[config.mk]
export PLATFORM = sky130hd
export DESIGN_NAME = serial_adder_seq
export DESIGN_NICKNAME = d
export VERILOG_FILES = /design/src/rtl/serial_arith_pkg.sv /design/src/rtl/fa_bit.sv /design/src/rtl/serial_adder_seq.sv
export SDC_FILE = /design/constraint.sdc
export NUM_CORES = 1
export LEC_CHECK = 0
export BUFFER_PORTS_ARGS = -buffer_cell sky130_fd_sc_hd__buf_2
export CORE_AREA = 4 4 62 64
export CTS_CLUSTER_DIAMETER = 30
export DETAILED_ROUTE_END_ITERATION = 10
export DIE_AREA = 0 0 66 68
export GPL_TIMING_DRIVEN = 0
export PLACE_DENSITY = 0.71
export SETUP_SLACK_MARGIN = 0.02
export SLEW_MARGIN = 20
export SYNTH_ARGS = -nofsm -noshare
export SYNTH_HDL_FRONTEND = slang
export SYNTH_HIERARCHICAL = 1
export SYNTH_SLANG_ARGS = --single-unit
[constraint.sdc]
create_clock -name i_clk -period 1.3 [get_ports i_clk]
set_input_delay 0.26 -clock i_clk [delete_from_list [all_inputs] [get_ports i_clk]]
set_output_delay 0.26 -clock i_clk [all_outputs]
set_load 0.01 [all_outputs]
[src/rtl/serial_arith_pkg.sv]
// ============================================================================
// serial_arith_pkg
// ----------------------------------------------------------------------------
// Purpose : Shared definitions for the bit-serial add/subtract sequencer.
//           Holds the sequencer state type and the default operand width so
//           the top level, the bit cell and any bench agree on them.
//
// Contents:
//   DEFAULT_WIDTH  default operand/result width in bits (legal 2..32)
//   state_t        sequencer states IDLE, SHIFT, DONE
// ============================================================================
package serial_arith_pkg;

    // Default operand and result width used by serial_adder_seq.
    localparam int DEFAULT_WIDTH = 8;

    // IDLE  : waiting for start, outputs hold the last result.
    // SHIFT : one operand bit pair is consumed per clock, LSB first.
    // DONE  : result valid, done pulses for this single cycle.
    typedef enum logic [1:0] {
        IDLE  = 2'd0,
        SHIFT = 2'd1,
        DONE  = 2'd2
    } state_t;

endpackage : serial_arith_pkg

[src/rtl/fa_bit.sv]
// ============================================================================
// fa_bit
// ----------------------------------------------------------------------------
// Purpose : Purely combinational one-bit full adder. This is the single
//           arithmetic cell that the serial sequencer time-multiplexes over
//           every bit position of the operands.
//
// Ports:
//   i_x   input  1  first operand bit
//   i_y   input  1  second operand bit (already inverted for subtract)
//   i_ci  input  1  carry in
//   o_s   output 1  sum bit
//   o_co  output 1  carry out
// ============================================================================
module fa_bit (
    input  logic i_x,
    input  logic i_y,
    input  logic i_ci,
    output logic o_s,
    output logic o_co
);

    logic w_xorXY;

    // Sum is the parity of the three inputs; carry is the majority.
    assign w_xorXY = i_x ^ i_y;
    assign o_s     = w_xorXY ^ i_ci;
    assign o_co    = (i_x & i_y) | (w_xorXY & i_ci);

endmodule : fa_bit

[src/rtl/serial_adder_seq.sv]
// ============================================================================
// serial_adder_seq
// ----------------------------------------------------------------------------
// Purpose : Bit-serial add/subtract sequencer. Captures two WIDTH-bit
//           operands on an accepted start, then streams them LSB-first
//           through a single full-adder cell, one bit per clock. The carry
//           lives in a flip-flop between bits and each result bit is shifted
//           into the sum register from the top, so after WIDTH shifts the
//           LSB has arrived at bit 0. Area is traded for latency.
//
// Ports:
//   i_clk       input  1      rising-edge clock
//   i_rst       input  1      synchronous reset, active-high
//   i_start     input  1      request a new operation (only seen in IDLE)
//   i_sub       input  1      0 = a + b + cin, 1 = a - b
//   i_cin       input  1      carry-in for add, ignored for subtract
//   i_a         input  WIDTH  operand A, captured with start
//   i_b         input  WIDTH  operand B, captured with start
//   o_busy      output 1      high in SHIFT and DONE
//   o_done      output 1      one-cycle pulse, result valid
//   o_sum       output WIDTH  result, held until the next accepted start
//   o_cout      output 1      final carry out (subtract: 1 = no borrow)
//   o_overflow  output 1      signed overflow of the whole operation
//
// Timing: start accepted at edge E0, bits processed at E1..E_WIDTH, done is
// high in the cycle following E_WIDTH, back to IDLE on the next edge.
// ============================================================================
module serial_adder_seq
    import serial_arith_pkg::*;
#(
    parameter int WIDTH = DEFAULT_WIDTH
) (
    input  logic             i_clk,
    input  logic             i_rst,
    input  logic             i_start,
    input  logic             i_sub,
    input  logic             i_cin,
    input  logic [WIDTH-1:0] i_a,
    input  logic [WIDTH-1:0] i_b,
    output logic             o_busy,
    output logic             o_done,
    output logic [WIDTH-1:0] o_sum,
    output logic             o_cout,
    output logic             o_overflow
);

    // Bit counter only has to reach WIDTH-1.
    localparam int CNT_W = (WIDTH > 1) ? $clog2(WIDTH) : 1;

    localparam logic [CNT_W-1:0] LAST_CNT = CNT_W'(WIDTH - 1);
    localparam logic [CNT_W-1:0] CNT_ONE  = CNT_W'(1);

    // ------------------------------------------------------------------------
    // Registers and wires
    // ------------------------------------------------------------------------
    state_t             r_state;
    state_t             w_nextState;

    logic [WIDTH-1:0]   r_aSh;
    logic [WIDTH-1:0]   r_bSh;
    logic [WIDTH-1:0]   r_sum;
    logic [CNT_W-1:0]   r_cnt;
    logic               r_carry;
    logic               r_cout;
    logic               r_overflow;

    logic               w_load;
    logic               w_shift;
    logic               w_lastBit;
    logic               w_s;
    logic               w_co;
    logic               w_busy;
    logic               w_done;

    // ------------------------------------------------------------------------
    // Qualifiers derived from the current state. A start is only honoured
    // in IDLE; anything arriving while busy is simply dropped, never queued.
    // ------------------------------------------------------------------------
    assign w_load    = (r_state == IDLE) && i_start;
    assign w_shift   = (r_state == SHIFT);
    assign w_lastBit = w_shift && (r_cnt == LAST_CNT);

    // ------------------------------------------------------------------------
    // The single arithmetic cell, fed by the low bits of the operand shift
    // registers and the registered carry.
    // ------------------------------------------------------------------------
    fa_bit u_faBit (
        .i_x  (r_aSh[0]),
        .i_y  (r_bSh[0]),
        .i_ci (r_carry),
        .o_s  (w_s),
        .o_co (w_co)
    );

    // ------------------------------------------------------------------------
    // State register. Reset is synchronous so a reset mid-operation lands
    // on a clock edge and the sequencer returns straight to IDLE without
    // passing through DONE.
    // ------------------------------------------------------------------------
    always_ff @(posedge i_clk) begin
        if (i_rst) begin
            r_state <= IDLE;
        end else begin
            r_state <= w_nextState;
        end
    end

    // ------------------------------------------------------------------------
    // Next-state and handshake outputs. DONE always lasts exactly one cycle,
    // which is what gives back-to-back starts a single IDLE cycle between
    // operations.
    // ------------------------------------------------------------------------
    always_comb begin
        w_nextState = r_state;
        w_busy      = 1'b0;
        w_done      = 1'b0;
        unique case (r_state)
            IDLE: begin
                if (i_start) begin
                    w_nextState = SHIFT;
                end
            end
            SHIFT: begin
                w_busy = 1'b1;
                if (r_cnt == LAST_CNT) begin
                    w_nextState = DONE;
                end
            end
            DONE: begin
                w_busy      = 1'b1;
                w_done      = 1'b1;
                w_nextState = IDLE;
            end
            default: begin
                w_nextState = IDLE;
            end
        endcase
    end

    // ------------------------------------------------------------------------
    // Datapath. On load, subtract is set up as a + ~b + 1 by inverting B and
    // preloading the carry with 1. Each shift step pushes the new sum bit in
    // at the MSB end so the result ends up in natural bit order. The result
    // registers are not touched on load, so the previous result stays
    // visible until the first bit of the new operation is written.
    // On the MSB step the carry still holds the carry into the MSB, so its
    // XOR with the cell carry out is the signed overflow. The counter is
    // returned to zero there so it never goes past WIDTH-1.
    // ------------------------------------------------------------------------
    always_ff @(posedge i_clk) begin
        if (i_rst) begin
            r_aSh      <= '0;
            r_bSh      <= '0;
            r_sum      <= '0;
            r_cnt      <= '0;
            r_carry    <= 1'b0;
            r_cout     <= 1'b0;
            r_overflow <= 1'b0;
        end else if (w_load) begin
            r_aSh   <= i_a;
            r_bSh   <= i_sub ? ~i_b : i_b;
            r_carry <= i_sub ? 1'b1 : i_cin;
            r_cnt   <= '0;
        end else if (w_shift) begin
            r_sum   <= {w_s, r_sum[WIDTH-1:1]};
            r_aSh   <= {1'b0, r_aSh[WIDTH-1:1]};
            r_bSh   <= {1'b0, r_bSh[WIDTH-1:1]};
            r_carry <= w_co;
            if (w_lastBit) begin
                r_cnt      <= '0;
                r_cout     <= w_co;
                r_overflow <= r_carry ^ w_co;
            end else begin
                r_cnt <= r_cnt + CNT_ONE;
            end
        end
    end

    // ------------------------------------------------------------------------
    // Output drive.
    // ------------------------------------------------------------------------
    assign o_busy     = w_busy;
    assign o_done     = w_done;
    assign o_sum      = r_sum;
    assign o_cout     = r_cout;
    assign o_overflow = r_overflow;

endmodule : serial_adder_seq

* After elaboration in Yosys (flattened, before gate mapping)
Index checks and enable logic that the tools add are counted.
** Storage, ports and cells
- Memory bits (read-only) :: 0
- Memories :: 0
- Memory bits (writable) :: 0
- Output and inout port bits :: 12
- Bits in latches :: 0
- Bits in registers :: 32
** Operators by class
- Bitwise operators :: 8
- Order comparisons :: 0
- Shift-type cells :: 0
- Multipliers :: 0
- $add $sub $neg :: 1
- Muxes and demuxes :: 14
- Eq/ne operators :: 5
- Reduce and logical (&&, ||, !) cells :: 9
- Divide/modulo/power cells :: 0
** Operators with widths (count)
- 8-bit 2-to-1 mux :: 5
- 8-bit inverter :: 1
- 1-bit 2-to-1 mux :: 5
- 2-bit 2-to-1 mux :: 2
- 2-bit one-hot mux with 2 select lines :: 1
- 2-bit AND reduction :: 2
- 2-bit OR reduction :: 2
- 3-bit by 1-bit adder with 3-bit output, second input constant :: 1
- 3-bit == test, second input constant :: 1
- 3-bit 2-to-1 mux :: 1
- 3-bit AND reduction :: 1
- 1-bit bitwise XOR :: 3
- 1-bit bitwise AND :: 2
- 2-bit by 1-bit == test with 1-bit output, second input constant :: 1
- 2-bit == test, second input constant :: 1
- 1-bit logical AND :: 2
- 2-bit zero test :: 1
- 2-bit by 1-bit != test with 1-bit output, second input constant :: 1
- 2-bit != test, second input constant :: 1
- 2-bit nonzero test :: 1
- 1-bit inverter :: 1
- 1-bit bitwise OR :: 1

* Logic depth before layout (Yosys ltp)
- Word-level depth :: 5
- Mapped depth :: 7
- Depth with buffers taken out :: 5

* Cells and area by module
Netlist, hierarchy kept.
** Modules (own cells, without submodules)
- serial_adder_seq :: times used 1, sequential area each 640.6 um^2, cells each 146, area an instance 1461.4 um^2
- fa_bit :: times used 1, sequential area each 0.0 um^2, cells each 1, area an instance 20.0 um^2

* Worst setup path after synthesis
No wires, ideal clock.
- Path kind :: reg2reg
- Start point :: reg r_state[0]
- End point :: reg r_bSh[0]
- Cell stages (with the launch flop) :: 8
- Arrival :: 1.276 ns
- Clock period less this slack :: 1.350 ns
- Setup time :: 0.075 ns
- Slack :: -0.050 ns
- Buffers on the path :: 2
- Cells stage by stage :: dfxtp_1 > inv_1 > ha_1 > nand2_1 > buf_6 > or2_1 > buf_6 > o22ai_1
** Between the ends
- Word-level cells in the longest chain between the ends :: 3
- Elaborated cells on any way between the ends :: 5
- Classes of those cells :: eq/ne: 1; mux: 1; reduce/logical: 3
** RTL lines
- from (decl) :: RTL line serial_adder_seq.sv:56 : state_t r_state;
- from (signal assigned) :: RTL line serial_adder_seq.sv:104 : r_state <= w_nextState;
- 2-bit zero test :: RTL line serial_adder_seq.sv:79 : assign w_load = (r_state == IDLE) && i_start;
- 1-bit logical AND :: RTL line serial_adder_seq.sv:79
- 8-bit 2-to-1 mux / 2-bit nonzero test (equally long branches)
- to (signal assigned) :: RTL line serial_adder_seq.sv:161 : r_bSh <= i_sub ? ~i_b : i_b;
- to (signal assigned) :: RTL line serial_adder_seq.sv:167 : r_bSh <= {1'b0, r_bSh[WIDTH-1:1]};
- to (decl) :: RTL line serial_adder_seq.sv:60 : logic [WIDTH-1:0] r_bSh;
Parallel ways exist; a longest one is shown, timed or not.
A chain may end at the register's enable or synchronous reset.

* Final worst setup path
- Start point :: reg r_state[1]
- End point :: reg r_bSh[6]
Same word-level chain as after synthesis.

==> metrics.md <==
| Metric | Value |
|---|---|
| Outcome | `finished, violations left` |
| Failing checks | `negative setup slack` |
| Final GP Congestion | `0.738` |
| Via/cell ratio | `~5` |
| Hold endpoint | `r_aSh[1]` |
| Post-synthesis xor/xnor area fraction | `approximately 5.3%` |
| Most common flop cell mapped by yosys | `dfxtp_1` |
| Slowest-stage cell, CP | `dfxtp_4` |
| VDD IR max | `0.569 mV` |
| Io pins | `33` |
| Max FO, Critical Path | `7` |
| Final net count | `222` |
| Filler Cell Count | `approximately 280` |
| FF-to-FF End | `r_bSh[6]` |
| Global-route usage over all layers | `16.8%` |
| Count leader, synth | `dfxtp_1` |
| Share of the synthesized area in the top cell type | `43.2%` |
| Crit path DAT | `1.59 ns` |
| Vias | `around 1200` |
| Post-Synth Simple-Gate Area | `11.1%` |
| Top Family by Delay on Critical Path | `buffers and inverters` |
| Root Driver | `clkbuf_4` |
| Synth Area in Compound Gates | `about a tenth` |
| Commonest cells post-synth | `dfxtp_1, mux2i_1, nor2_1` |
| Worst-Margin Slew | `about 0.46 ns` |
| Die Area | `approximately 0.0045 mm2` |
| ANT nets after route | `0` |
| Critical Path Sink Type | `register` |
| Routed WL | `about 3500 um` |
| Distinct cells, synth | `24` |
| Share of post-route cells with drive strength above 1 | `about 41%` |
| Final instance area | `0.00204 mm2` |
| DP HPWL | `2370 um` |
| Skew-Pair Late Insertion Delay | `0.32 ns` |
| Vias in the first global route | `1253` |
| Max-Cap Viols | `0` |
| Buf/Inv on CP | `3` |
| Adder-cell share of the synthesized area | `a little over 7%` |
| Max_slew headroom | `roughly 69%` |
| Largest net degree at the start of global routing | `11` |
| Period utilization | `106%` |
| CP Cell Sequence | `inv_4 -> ha_1 -> buf_6 -> clkbuf_16 -> mux2i_1 -> o22ai_2` |
| Initial core utilization | `between 40% and 50%` |
| Crit Path Class | `register to register` |
| Placement Rows | `21` |
| Clock sinks | `32` |
| CTS H-Tree Depth | `2` |
| Synth-to-Final Area Change | `37.5%` |
| Crit path launch type | `register` |
| WL per Instance | `14.7 um` |
| Critical path depth in cells | `6` |
| Final setup violation count | `18` |
| Worst hold path depth | `2` |
| Post-synth EDFFs | `0` |
| Reg clk slew, reported paths | `approximately 0.090 ns` |
| Hold Violations, Final | `0` |
| Max Clk Rate | `approximately 720 MHz` |
| Worst r2r src | `r_state[1]` |
| Syn Inst Count | `roughly 150` |
| Clock Path Buffers | `2` |
| Non-filler cells, final | `between 200 and 250` |
| Cell type with the largest total area after synthesis | `dfxtp_1` |
| CTS tree | `yes` |
| Asr flop ratio synth | `0%` |
| Overflow after GRT | `0` |
| Worst R2R Path Depth | `6` |
| Hold path startpoint | `i_rst` |
| Register bit total from synthesis | `32` |
| Largest family of logic cells by synthesized area | `multiplexers` |
| Die H | `roughly 68 um` |
| First DRT Iteration DRCs | `37` |
| Seq/Total Area, Yosys | `around 43%` |
| PwrDens | `around 1200 mW/mm2` |
| Leak Pwr | `between 0.8 and 0.9 nW` |
| Number of port buffers | `31` |
| TritonCTS Buffers | `5` |
| First-pass GRT wire length | `around 5700 um` |
| Worst EP required | `roughly 1.5 ns` |
| Worst hold path type | `primary input to register` |
| Worst path max stage delay | `~0.37 ns` |
| Die width | `66 um` |
| Total core area | `0.00328 mm2` |
| Placed cells | `between 200 and 250` |
| Fin. max-slew vios | `0` |
| RSZ-0062 raised after global routing | `true` |
| Placed cell areas | `about 0.0017 mm2` |
| Ys Warns | `6` |
| Final Power | `~2.4 mW` |
| Synth Net Count | `176` |
| Post-synthesis mux area share | `about 17%` |
| Cell Area, Synth | `about 0.0015 mm2` |
| Period minus WS final | `1.38 ns` |
| Mean post-synth cell area | `roughly 10 um2` |
| DRC viols | `0` |
| DRT Pass-1 Iters | `4` |
| Slack of the critical path | `-0.0815 ns` |
| Synth area leaders | `dfxtp_1, mux2i_1, ha_1` |
| Setup tns final | `-0.725 ns` |
| Antenna Cells | `0` |
| R2R setup slack | `-0.08 ns` |
| Layout Skew | `0.00553 ns` |
| Antenna violations before repair | `0` |
[cell type report]
type                            count  area [um2]  area share [%]
Multi-Input combinational cell    101         900            44.2
Sequential cell                    32         646            31.7
Timing Repair Buffer               39         253            12.4
Buffer                             10         105            5.16
Clock buffer                        8        58.8            2.89
Tap cell                           46        57.6            2.83
Inverter                            4        17.5           0.860
[report_power, final]
part / switching (mW) / internal, mW / leakage [nW]
registers: 0.0689 / 1.05 / 0.263
logic: 0.320 / 0.390 / 0.533
clock network: 0.314 / 0.267 / 0.0326
total: 0.703 / 1.71 / 0.829
[registers in the layout (all words and copies together) (netlist names)]
| signal | count |
|---|---|
| r_bSh | 8 |
| o_overflow | 1 |
| r_aSh | 8 |
| r_carry | 1 |
| r_state | 2 |
| o_sum | 8 |
| o_cout | 1 |
| r_cnt | 3 |
[stage by stage]
step | hold slack, ns | utilization, % | setup WS (ns)
2_1_floorplan | 0.333 | - | 0.0204
3_3_place_gp | 0.451 | 52.0 | -0.0644
3_5_place_dp | 0.476 | 52.0 | -0.151
4_1_cts | 0.162 | 58.3 | -0.0637
5_1_grt | 0.165 | 62.0 | -0.136
6_report | 0.169 | 62.0 | -0.0815
[cells in the final DEF, fill, tap and decap left out, drive strengths merged, types with 2 or more instances in the layout]
master | Yosys | final
buf | 8 | 46
ha | 7 | 7
o22ai | 7 | 7
or2b | 2 | 2
clkbuf | 2 | 11
xnor2 | 7 | 7
dfxtp | 32 | 32
nand3 | 6 | 6
mux2i | 25 | 25
nor2 | 18 | 18
inv | 4 | 4
xor2 | 2 | 2
nand2 | 3 | 3
a211oi | 9 | 9
nand3b | 2 | 2
a21oi | 7 | 7
[cell families (layout without fill, tap and decap cells)]
| kind of cell | Yosys count | after routing |
|---|---|---|
| buffers and inverters | 14 | 61 |
| flip-flops | 32 | 32 |
| AO/OA/AOI/OAI | 24 | 24 |
| AND/OR/NAND/NOR | 35 | 35 |
| multiplexers | 25 | 25 |
| adder cells (fa/ha/maj) | 8 | 8 |
| XOR/XNOR | 9 | 9 |
[repair_timing]
action / CTS / global route
gates cloned: 0 / 1
buffers inserted: 7 / 0
pin swaps: 17 / 4
resized for setup: 25 / 18
hold buffers: 0 / 0
endpoints found under the setup margin: 34 / 33
[worst max path at each step]
stage / startpoint / end / slack [ns]
4_1_cts: r_state[1] / o_done / -0.06
6_report: r_state[1] / r_bSh[6] / -0.08
3_3_place_gp: r_state[1] / r_bSh[5] / -0.06
5_1_grt: r_state[1] / r_carry / -0.14
3_5_place_dp: r_state[1] / r_bSh[5] / -0.15
2_1_floorplan: r_state[1] / r_carry / 0.02
[per-layer routing]
layer	track usage, %	wire [um]	share of wire, %	vias up
met1	17.4	1440	41	566
met5	0	0	0	-
met4	6.09	25	0.71	0
met2	32.3	1900	54	25
met3	4.43	170	4.8	5
li1	-	-	-	601
[worst reg2reg max path, stage by stage, from the launching register on]
cell and delay [ns]:
dfxtp_4 0.37, inv_4 0.08, ha_1 0.16, buf_6 0.15, clkbuf_16 0.16, mux2i_1 0.25
o22ai_2 0.10
(Power assumes the default switching activity.)
